$ cat config.mk
export PLATFORM = sky130hd
export DESIGN_NAME = stream_reduce
export DESIGN_NICKNAME = d
export VERILOG_FILES = /design/src/rtl/stream_reduce.sv
export SDC_FILE = /design/constraint.sdc
export NUM_CORES = 1
export LEC_CHECK = 0
export BUFFER_PORTS_ARGS = -buffer_cell sky130_fd_sc_hd__buf_2
export CORE_MARGIN = 2
export CORE_UTILIZATION = 52
export CTS_CLUSTER_SIZE = 20
export DETAILED_ROUTE_END_ITERATION = 12
export PLACE_DENSITY_LB_ADDON = 0.1
export SLEW_MARGIN = 20
export SYNTH_ARGS = -nofsm -noshare
export SYNTH_HDL_FRONTEND = slang
export SYNTH_SLANG_ARGS = --single-unit
$ cat constraint.sdc
create_clock -name Clk -period 3.1 [get_ports Clk]
set_input_delay 0.155 -clock Clk [delete_from_list [all_inputs] [get_ports Clk]]
set_output_delay 0.155 -clock Clk [all_outputs]
set_load 0.03 [all_outputs]
$ cat src/rtl/stream_reduce.sv
// Frame-level bit reducer: folds every masked bit of a multi-beat valid/ready
// word stream into one AND/OR/parity result and reports the beat count.
module stream_reduce #(
    parameter int WIDTH = 8,
    parameter int CNT_W = 8
) (
    input  logic             Clk,
    input  logic             Reset,
    input  logic [1:0]       Mode,
    input  logic             InValid,
    output logic             InReady,
    input  logic [WIDTH-1:0] InData,
    input  logic [WIDTH-1:0] InMask,
    input  logic             InLast,
    output logic             OutValid,
    input  logic             OutReady,
    output logic             OutResult,
    output logic [CNT_W-1:0] OutBeats
);

    typedef enum logic [1:0] {IDLE, ACCUM, HOLD} state_t;

    localparam logic [1:0] MODE_AND  = 2'b00;
    localparam logic [1:0] MODE_OR   = 2'b01;
    localparam logic [1:0] MODE_XNOR = 2'b11;

    // Masked-off bits are replaced by the neutral element of the op.
    function automatic logic wordred(input logic [WIDTH-1:0] d,
                                     input logic [WIDTH-1:0] m,
                                     input logic [1:0]       md);
        case (md)
            MODE_AND: wordred = &(d | ~m);
            MODE_OR:  wordred = |(d & m);
            default:  wordred = ^(d & m);
        endcase
    endfunction

    function automatic logic combine(input logic a, input logic b, input logic [1:0] md);
        case (md)
            MODE_AND: combine = a & b;
            MODE_OR:  combine = a | b;
            default:  combine = a ^ b;
        endcase
    endfunction

    // XNOR accumulates as XOR; inversion happens only at result time.
    function automatic logic finish(input logic a, input logic [1:0] md);
        finish = (md == MODE_XNOR) ? ~a : a;
    endfunction

    function automatic logic [CNT_W-1:0] sat_inc(input logic [CNT_W-1:0] b);
        sat_inc = (b == {CNT_W{1'b1}}) ? b : b + CNT_W'(1);
    endfunction

    state_t           state, state_n;
    logic             acc, acc_n;
    logic [1:0]       mode_q, mode_n;
    logic [CNT_W-1:0] beats, beats_n;
    logic             res, res_n;
    logic [CNT_W-1:0] obeats, obeats_n;

    logic             accept;
    logic [1:0]       beat_mode;
    logic             beat_red;

    assign InReady   = (state != HOLD);
    assign OutValid  = (state == HOLD);
    assign OutResult = res;
    assign OutBeats  = obeats;

    // The live Mode input only matters on the opening beat of a frame.
    assign accept    = InValid && InReady;
    assign beat_mode = (state == IDLE) ? Mode : mode_q;
    assign beat_red  = wordred(InData, InMask, beat_mode);

    always_comb begin
        state_n  = state;
        acc_n    = acc;
        mode_n   = mode_q;
        beats_n  = beats;
        res_n    = res;
        obeats_n = obeats;
        case (state)
            IDLE: begin
                if (accept) begin
                    mode_n  = Mode;
                    acc_n   = beat_red;
                    beats_n = CNT_W'(1);
                    state_n = InLast ? HOLD : ACCUM;
                end
            end
            ACCUM: begin
                if (accept) begin
                    acc_n   = combine(acc, beat_red, mode_q);
                    beats_n = sat_inc(beats);
                    if (InLast) state_n = HOLD;
                end
            end
            HOLD: begin
                if (OutReady) state_n = IDLE;
            end
            default: state_n = IDLE;
        endcase
        if (accept && InLast) begin
            res_n    = finish(acc_n, mode_n);
            obeats_n = beats_n;
        end
    end

    always_ff @(posedge Clk or posedge Reset) begin
        if (Reset) begin
            state  <= IDLE;
            acc    <= 1'b0;
            mode_q <= MODE_AND;
            beats  <= '0;
            res    <= 1'b0;
            obeats <= '0;
        end else begin
            state  <= state_n;
            acc    <= acc_n;
            mode_q <= mode_n;
            beats  <= beats_n;
            res    <= res_n;
            obeats <= obeats_n;
        end
    end

endmodule
==> run_results.csv, run 1 <==
group,metric,value,unit
sta,finalHoldViolCount,22,
sta,drv_slew,0,
grt,antenna_found_initial,0,
pwr,power_density,587.0,mW/mm2
clocking,numCtsBuffers,3,
clocking,htree_levels,1,
grt,grt_max_degree,23,
worst_setup_path,crit-reg2reg-capture,"OutResult",
drt,routed_via_density,5.376,
placement,dp_hpwl,2046,um
worst_hold_path,hold_class,"primary input to async pin",
worst_setup_path,worstRegToRegCells,12,
drt,totalWireLength,2638,um
die,start_util,54.13,%
clocking,cts.path.max_buffers,2,
die,die_x,54.55,um
worst_setup_path,crit_path_start_kind,"flop",
worst_setup_path,crit_slowest_cell,"or4_4",
grt,grt_pass1_wl,4284,um
die,dieArea,0.002976,mm2
clocking,post_cts_buffers,0,
sta,fin_tns_setup,0,ns
worst_setup_path,cp.required,3.37,ns
worst_setup_path,timing.rr.start,"state[0]",
status,status,"finished with violations",
cells_and_area,instances_no_fill,205,
sta,finalSetupViolCount,0,
placement,portBuffers,33,
die,io_pins,34,
drt,drc,0,
die,core,0.002455,mm2
synthesis,ys_top_cells_by_count,"22 x dfrtp_1, 22 x nand2_1, 10 x inv_1",
worst_setup_path,worstPathArrival,3.18,ns
clocking,cts.clk_slew.worst_paths,0.13,ns
placement,dp.cells,201,
clocking,cts_root_buffer,"clkbuf_4",
die,row_count,18,
synthesis,async_reset_ff_share,100.0,%
cells_and_area,final_nets,206,
synthesis,yosysWarnings,0,
synthesis,synth_edf_count,0,
cells_and_area,antennaDiodeCount,0,
sta,min_period_over_period,93.97,%
worst_setup_path,r2r_slack,0.19,ns
synthesis,ys_types,39,
sta,max_freq,343.3,MHz
synthesis,synthesis.area,0.001329,mm2
clocking,cts_tree,"done",
pwr,power.leakage,0.8131,nW
grt,grt_pass1_vias,952,
worst_setup_path,crit_family,"simple AND/OR/NAND/NOR gates",
synthesis,synth.largest_area_cell,"dfrtp_1",
worst_setup_path,critPathMaxStageDelay,0.56,ns
drt,wl_per_cell,12.87,um
sta,tightest_slew,0.8300,ns
cells_and_area,final_layout_size_suffix_gt1_share,30.86,%
drt,firstDrtPassIters,4,
synthesis,syn_avg_cell_area,9.491,um2
clocking,cts_hold_buf,0,
clocking,cts_resized,0,
cells_and_area,fillerInstances,216,
sta,period_minus_slack,2.913,ns
grt,gr-usage-all-layers,20.92,%
sta,fin_worst_skew,0.01312,ns
clocking,worstSkewPairLatency,0.32,ns
worst_setup_path,crit_chain,"nor2_2 -> mux2_4 -> or4_4 -> a31oi_2 -> inv_2 -> ha_1 -> and2_1 -> o31a_1 -> o21a_1 -> nor3_1 -> a21oi_1 -> nand3_1",
worst_setup_path,endpoint_kind,"flop",
sta,maxSlewHeadroom,44.60,%
worst_setup_path,path_buf_inv,1,
synthesis,synth_nets,170,
worst_setup_path,critPathKind,"flop to flop",
pwr,ir_drop,0.4099,mV
drt,antenna_left,0,
synthesis,synth_area_leaders,"dfrtp_1 41%, ha_1 6.6%, nand2_1 6.2%, mux2_2 5.9%, mux2_4 3.4%",
cells_and_area,area_delta_synth_final,17.33,%
drt,vias,1102,
flow_run,maxCapViolCount,0,
worst_setup_path,cp_max_fo,8,
synthesis,synth-seq-cells,22,
sta,hold_ws,-0.02598,ns
status,violations,"negative hold slack",
synthesis,yosysTopAreaCellShare,41.43,%
synthesis,synth_seq_area_share,41.43,%
clocking,cts_sinks,22,
grt,grt-ovfl-total,0,
die,dieHeight,54.55,um
placement,globalplace.congestion,0.7965,
synthesis,synth_cells,140,
sta,rsz0062_at_grt,"false",
drt,drtIter0Drc,17,
synthesis,ys.flop_type,"dfrtp_1",
[layout by cell type (no fill, tap or decap)]
cell type  netlist  final
xnor2_1          2      2
o31a_1           1      1
a21oi_2          1      1
nand4_1          4      4
or4_4            1      1
o21a_1           1      1
and2b_1          1      1
mux2_4           3      3
nand2b_1         4      4
nand3_2          1      1
nand2_1         22     22
and2_1           3      3
nand3b_1         1      1
nor3_1           2      2
clkbuf_8         0      1
nor2b_1          1      1
dfrtp_1         22     22
mux2_2           7      7
nor2_1           9      9
or3b_1           1      1
a21oi_1          6      6
o21ai_0          2      2
a31oi_2          1      1
mux2i_1          4      4
inv_1           10     10
ha_1             7      7
and3_1           1      1
o2111ai_1        1      1
o31ai_1          2      2
buf_4            1      1
buf_2            1     33
clkbuf_4         0      3
xor2_1           2      2
a41oi_1          1      1
a31o_1           1      1
nand3_1          6      6
o22ai_1          3      3
nor2_2           1      1
a211oi_1         1      1
inv_2            1      1
[through the flow]
step / area (um2) / worst slack (ns) / total power, mW / hold WS, ns / utilization, %
after floorplan: 1329 / 0.2829 / 0.6626 / 0.1442 / -
after global placement: 1523 / 0.3012 / 0.7469 / 0.3525 / 62.03
after detailed placement: 1523 / 0.1994 / 0.7585 / 0.3686 / 62.03
after CTS: 1559 / 0.1612 / 0.9222 / 0.002256 / 63.51
after global routing: 1559 / 0.01048 / 0.9804 / 0.03669 / 63.51
final: 1559 / 0.1869 / 0.9151 / -0.02598 / 63.51
[where the power goes]
part | switching, mW | internal (mW) | total [mW]
clock | 0.0914 | 0.0718 | 0.163
combinational | 0.201 | 0.150 | 0.351
sequential | 0.0545 | 0.346 | 0.401
[cell families (layout without fill, tap and decap cells)]
kind of cell,Yosys count,count (layout),synth area share [%]
AOI/OAI and AO/OA,21,21,10.92
xor gates and xnor gates,4,4,2.637
adders and majority gates,7,7,6.591
buffers and inverters,14,49,4.331
DFF,22,22,41.43
muxes,14,14,12.34
and+or+nand+nor,58,58,21.75
[registers in the layout, summed over array words and instances, names as in the netlist]
name / count
OutBeats: 8
OutResult: 1
acc: 1
beats: 8
mode_q: 2
state: 2
[worst register-to-register path, stage by stage, from the launching register on]
cell and delay [ns]:
dfrtp_1 0.48, nor2_2 0.15, mux2_4 0.32, or4_4 0.56
a31oi_2 0.24, inv_2 0.04, ha_1 0.16, and2_1 0.15
o31a_1 0.23, o21a_1 0.20, nor3_1 0.18, a21oi_1 0.06
nand3_1 0.10
[layer usage]
| layer | GRT usage, % | up-vias | wire length [um] |
|---|---|---|---|
| met5 | 0 | - | 0 |
| met4 | 8.333 | 0 | 39 |
| met3 | 6.011 | 4 | 160 |
| met2 | 32.13 | 29 | 1191 |
| met1 | 27.68 | 510 | 1246 |
| li1 | - | 559 | - |
[worst max path at each step]
stage,to,slack [ns],start,cells after the start
after floorplan,OutResult,0.28,state[1],12
after global placement,OutResult,0.30,state[1],12
after detailed placement,OutResult,0.20,state[1],12
after CTS,OutResult,0.16,state[1],12
after global routing,OutResult,0.01,state[0],12
final,OutResult,0.19,state[0],12
[final cells by class]
type	count	area [um2]	area share (%)
multi-input combinational	104	720.7	46.23
clock buffer	4	36.28	2.327
timing repair buffer	34	172.7	11.08
inverter	11	41.29	2.648
tap	30	37.54	2.408
sequential	22	550.5	35.31
(Power assumes the default switching activity.)
==> run 2: changes to the inputs <==
- GPL_TIMING_DRIVEN: default -> 0
==> run 2 against run 1 <==
  * The flow still finishes with violations (negative hold slack)
  * Register-to-register slack worse by 0.03 ns
  * Clock skew fell by 0.012 ns
  * Worst setup slack worse by 0.032 ns
  * Combinational power grew 4%
  * Utilization increased by 1.5 points
  * Sequential power about the same
  * Routed wire length up 1.7%
==> run_results.csv, run 2 (synthesis gave the netlist of run 1 again) <==
group,metric,value,unit
drt,totalWireLength,2683,um
clocking,post_cts_buffers,0,
die,io_pins,34,
sta,finalSetupViolCount,0,
drt,drtIter0Drc,21,
sta,period_minus_slack,2.945,ns
cells_and_area,antennaDiodeCount,0,
die,row_count,18,
grt,grt_pass1_vias,1011,
sta,drv_slew,0,
grt,grt_pass1_wl,4402,um
placement,pre_cts_ws,0.05796,ns
sta,tightest_slew,0.8133,ns
die,start_util,54.13,%
clocking,numCtsBuffers,3,
worst_setup_path,critPathKind,"flop to flop",
cells_and_area,design_area,0.001595,mm2
pwr,swShare,35.63,%
worst_setup_path,path_buf_inv,1,
placement,place_area,0.001526,mm2
cells_and_area,layout_commonest_cell,"buf_2",
sta,hold_ws,-0.008031,ns
cells_and_area,fillerInstances,197,
grt,grt_max_degree,23,
placement,dp_hpwl,2156,um
worst_setup_path,crit_family,"simple AND/OR/NAND/NOR gates",
pwr,p_int,0.6315,mW
worst_setup_path,crit_path_start_kind,"flop",
clocking,cts.path.max_buffers,2,
worst_setup_path,worstPathArrival,3.19,ns
grt,antenna_found_initial,0,
worst_hold_path,hold_class,"primary input to async pin",
worst_setup_path,crit-reg2reg-capture,"OutResult",
die,dieHeight,54.55,um
drt,firstDrtPassIters,4,
pwr,ir_drop,0.4067,mV
cells_and_area,final_layout_size_suffix_gt1_share,31.82,%
pwr,combinationalPowerShare,37.1,%
die,core,0.002455,mm2
worst_setup_path,cp_max_fo,7,
clocking,worstSkewPairLatency,0.30,ns
clocking,htree_levels,1,
pwr,power.leakage,0.8204,nW
cells_and_area,area_delta_synth_final,20.06,%
die,dieArea,0.002976,mm2
clocking,cts_sinks,22,
pwr,p_sw,0.3495,mW
worst_setup_path,critPathMaxStageDelay,0.56,ns
pwr,p_clk_share,21.9,%
sta,fin_worst_skew,0.001476,ns
clocking,cts_root_buffer,"clkbuf_4",
drt,drc,0,
drt,vias,1106,
sta,max_freq,339.5,MHz
worst_setup_path,timing.rr.start,"state[1]",
sta,maxSlewHeadroom,45.72,%
clocking,cts_tree,"done",
flow_run,maxCapViolCount,0,
sta,fin_tns_setup,0,ns
placement,portBuffers,32,
grt,gr-usage-all-layers,20.55,%
worst_setup_path,cp.required,3.34,ns
worst_setup_path,crit_chain,"nor2_4 -> mux2_4 -> or4_4 -> a31oi_4 -> inv_2 -> ha_1 -> and2_1 -> o31a_1 -> o21a_1 -> nor3_1 -> a21oi_1 -> nand3_1",
die,die_x,54.55,um
status,status,"finished with violations",
drt,antenna_left,0,
grt,grt-ovfl-total,0,
sta,finalWorstSetupSlack,0.1548,ns
worst_setup_path,crit_slowest_cell,"or4_4",
placement,globalplace.congestion,0.7860,
worst_setup_path,r2r_slack,0.15,ns
worst_setup_path,endpoint_kind,"flop",
pwr,power_density,615.0,mW/mm2
sta,min_period_over_period,95.01,%
cells_and_area,layout_common_cells,"33 x buf_2, 22 x nand2_1, 20 x dfrtp_1",
clocking,cts.clk_slew.worst_paths,0.12,ns
sta,rsz0062_at_grt,"false",
worst_setup_path,worstRegToRegCells,12,
cells_and_area,final_nets,207,
drt,wl_per_cell,13.02,um
status,violations,"negative hold slack",
sta,finalHoldViolCount,8,
drt,routed_via_density,5.369,
pwr,seqPwrFrac,41.0,%
## run 2: metal layers
metal / wire length, um / global-route usage (%) / vias up / share of wire, %
met3: 98 / 3.279 / 2 / 3.7
li1: - / - / 561 / -
met5: 0 / 0 / - / 0
met1: 1188 / 27.93 / 519 / 44
met4: 19 / 5.000 / 0 / 0.71
met2: 1377 / 34.14 / 24 / 51
## run 2: worst max-delay path by stage
stage	startpoint	cells past startpoint	end	slack (ns)
finish	state[1]	12	OutResult	0.15
detailed placement	state[0]	12	OutResult	0.06
global route	state[0]	12	OutResult	0.04
global placement	state[1]	12	OutResult	0.08
floorplan	state[1]	12	OutResult	0.28
CTS	state[0]	12	OutResult	0.01
## run 2: area by class of cell
cell class                 count  area, um2  area share [%]
clock inverter                 1      30.03           1.882
multi-input combinational    104      734.5           46.04
tap                           30      37.54           2.353
buffer                         3      16.27           1.020
clock buffer                   3      22.52           1.412
sequential                    22      553.0           34.67
inverter                      11      41.29           2.588
timing repair buffer          32      160.2           10.04
## run 2: stage by stage
step	power [mW]	util [%]	cells
after global placement	0.7422	62.18	202
final	0.9810	64.98	206
after CTS	0.9821	64.32	206
after global routing	1.058	64.98	206
after floorplan	0.6626	-	140
after detailed placement	0.7614	62.18	202
## run 2: power by group through the flow
stage / combinational (mW) / clock [mW] / sequential, mW
2_1_floorplan: 0.217 / 0 / 0.446
3_3_place_gp: 0.342 / 0 / 0.401
3_5_place_dp: 0.357 / 0 / 0.405
4_1_cts: 0.358 / 0.224 / 0.400
5_1_grt: 0.404 / 0.240 / 0.414
6_report: 0.364 / 0.215 / 0.402
## run 2: timing repair
item	CTS	global route
setup endpoints to repair	0	1
hold buffers	0	0
gates resized for setup	0	4
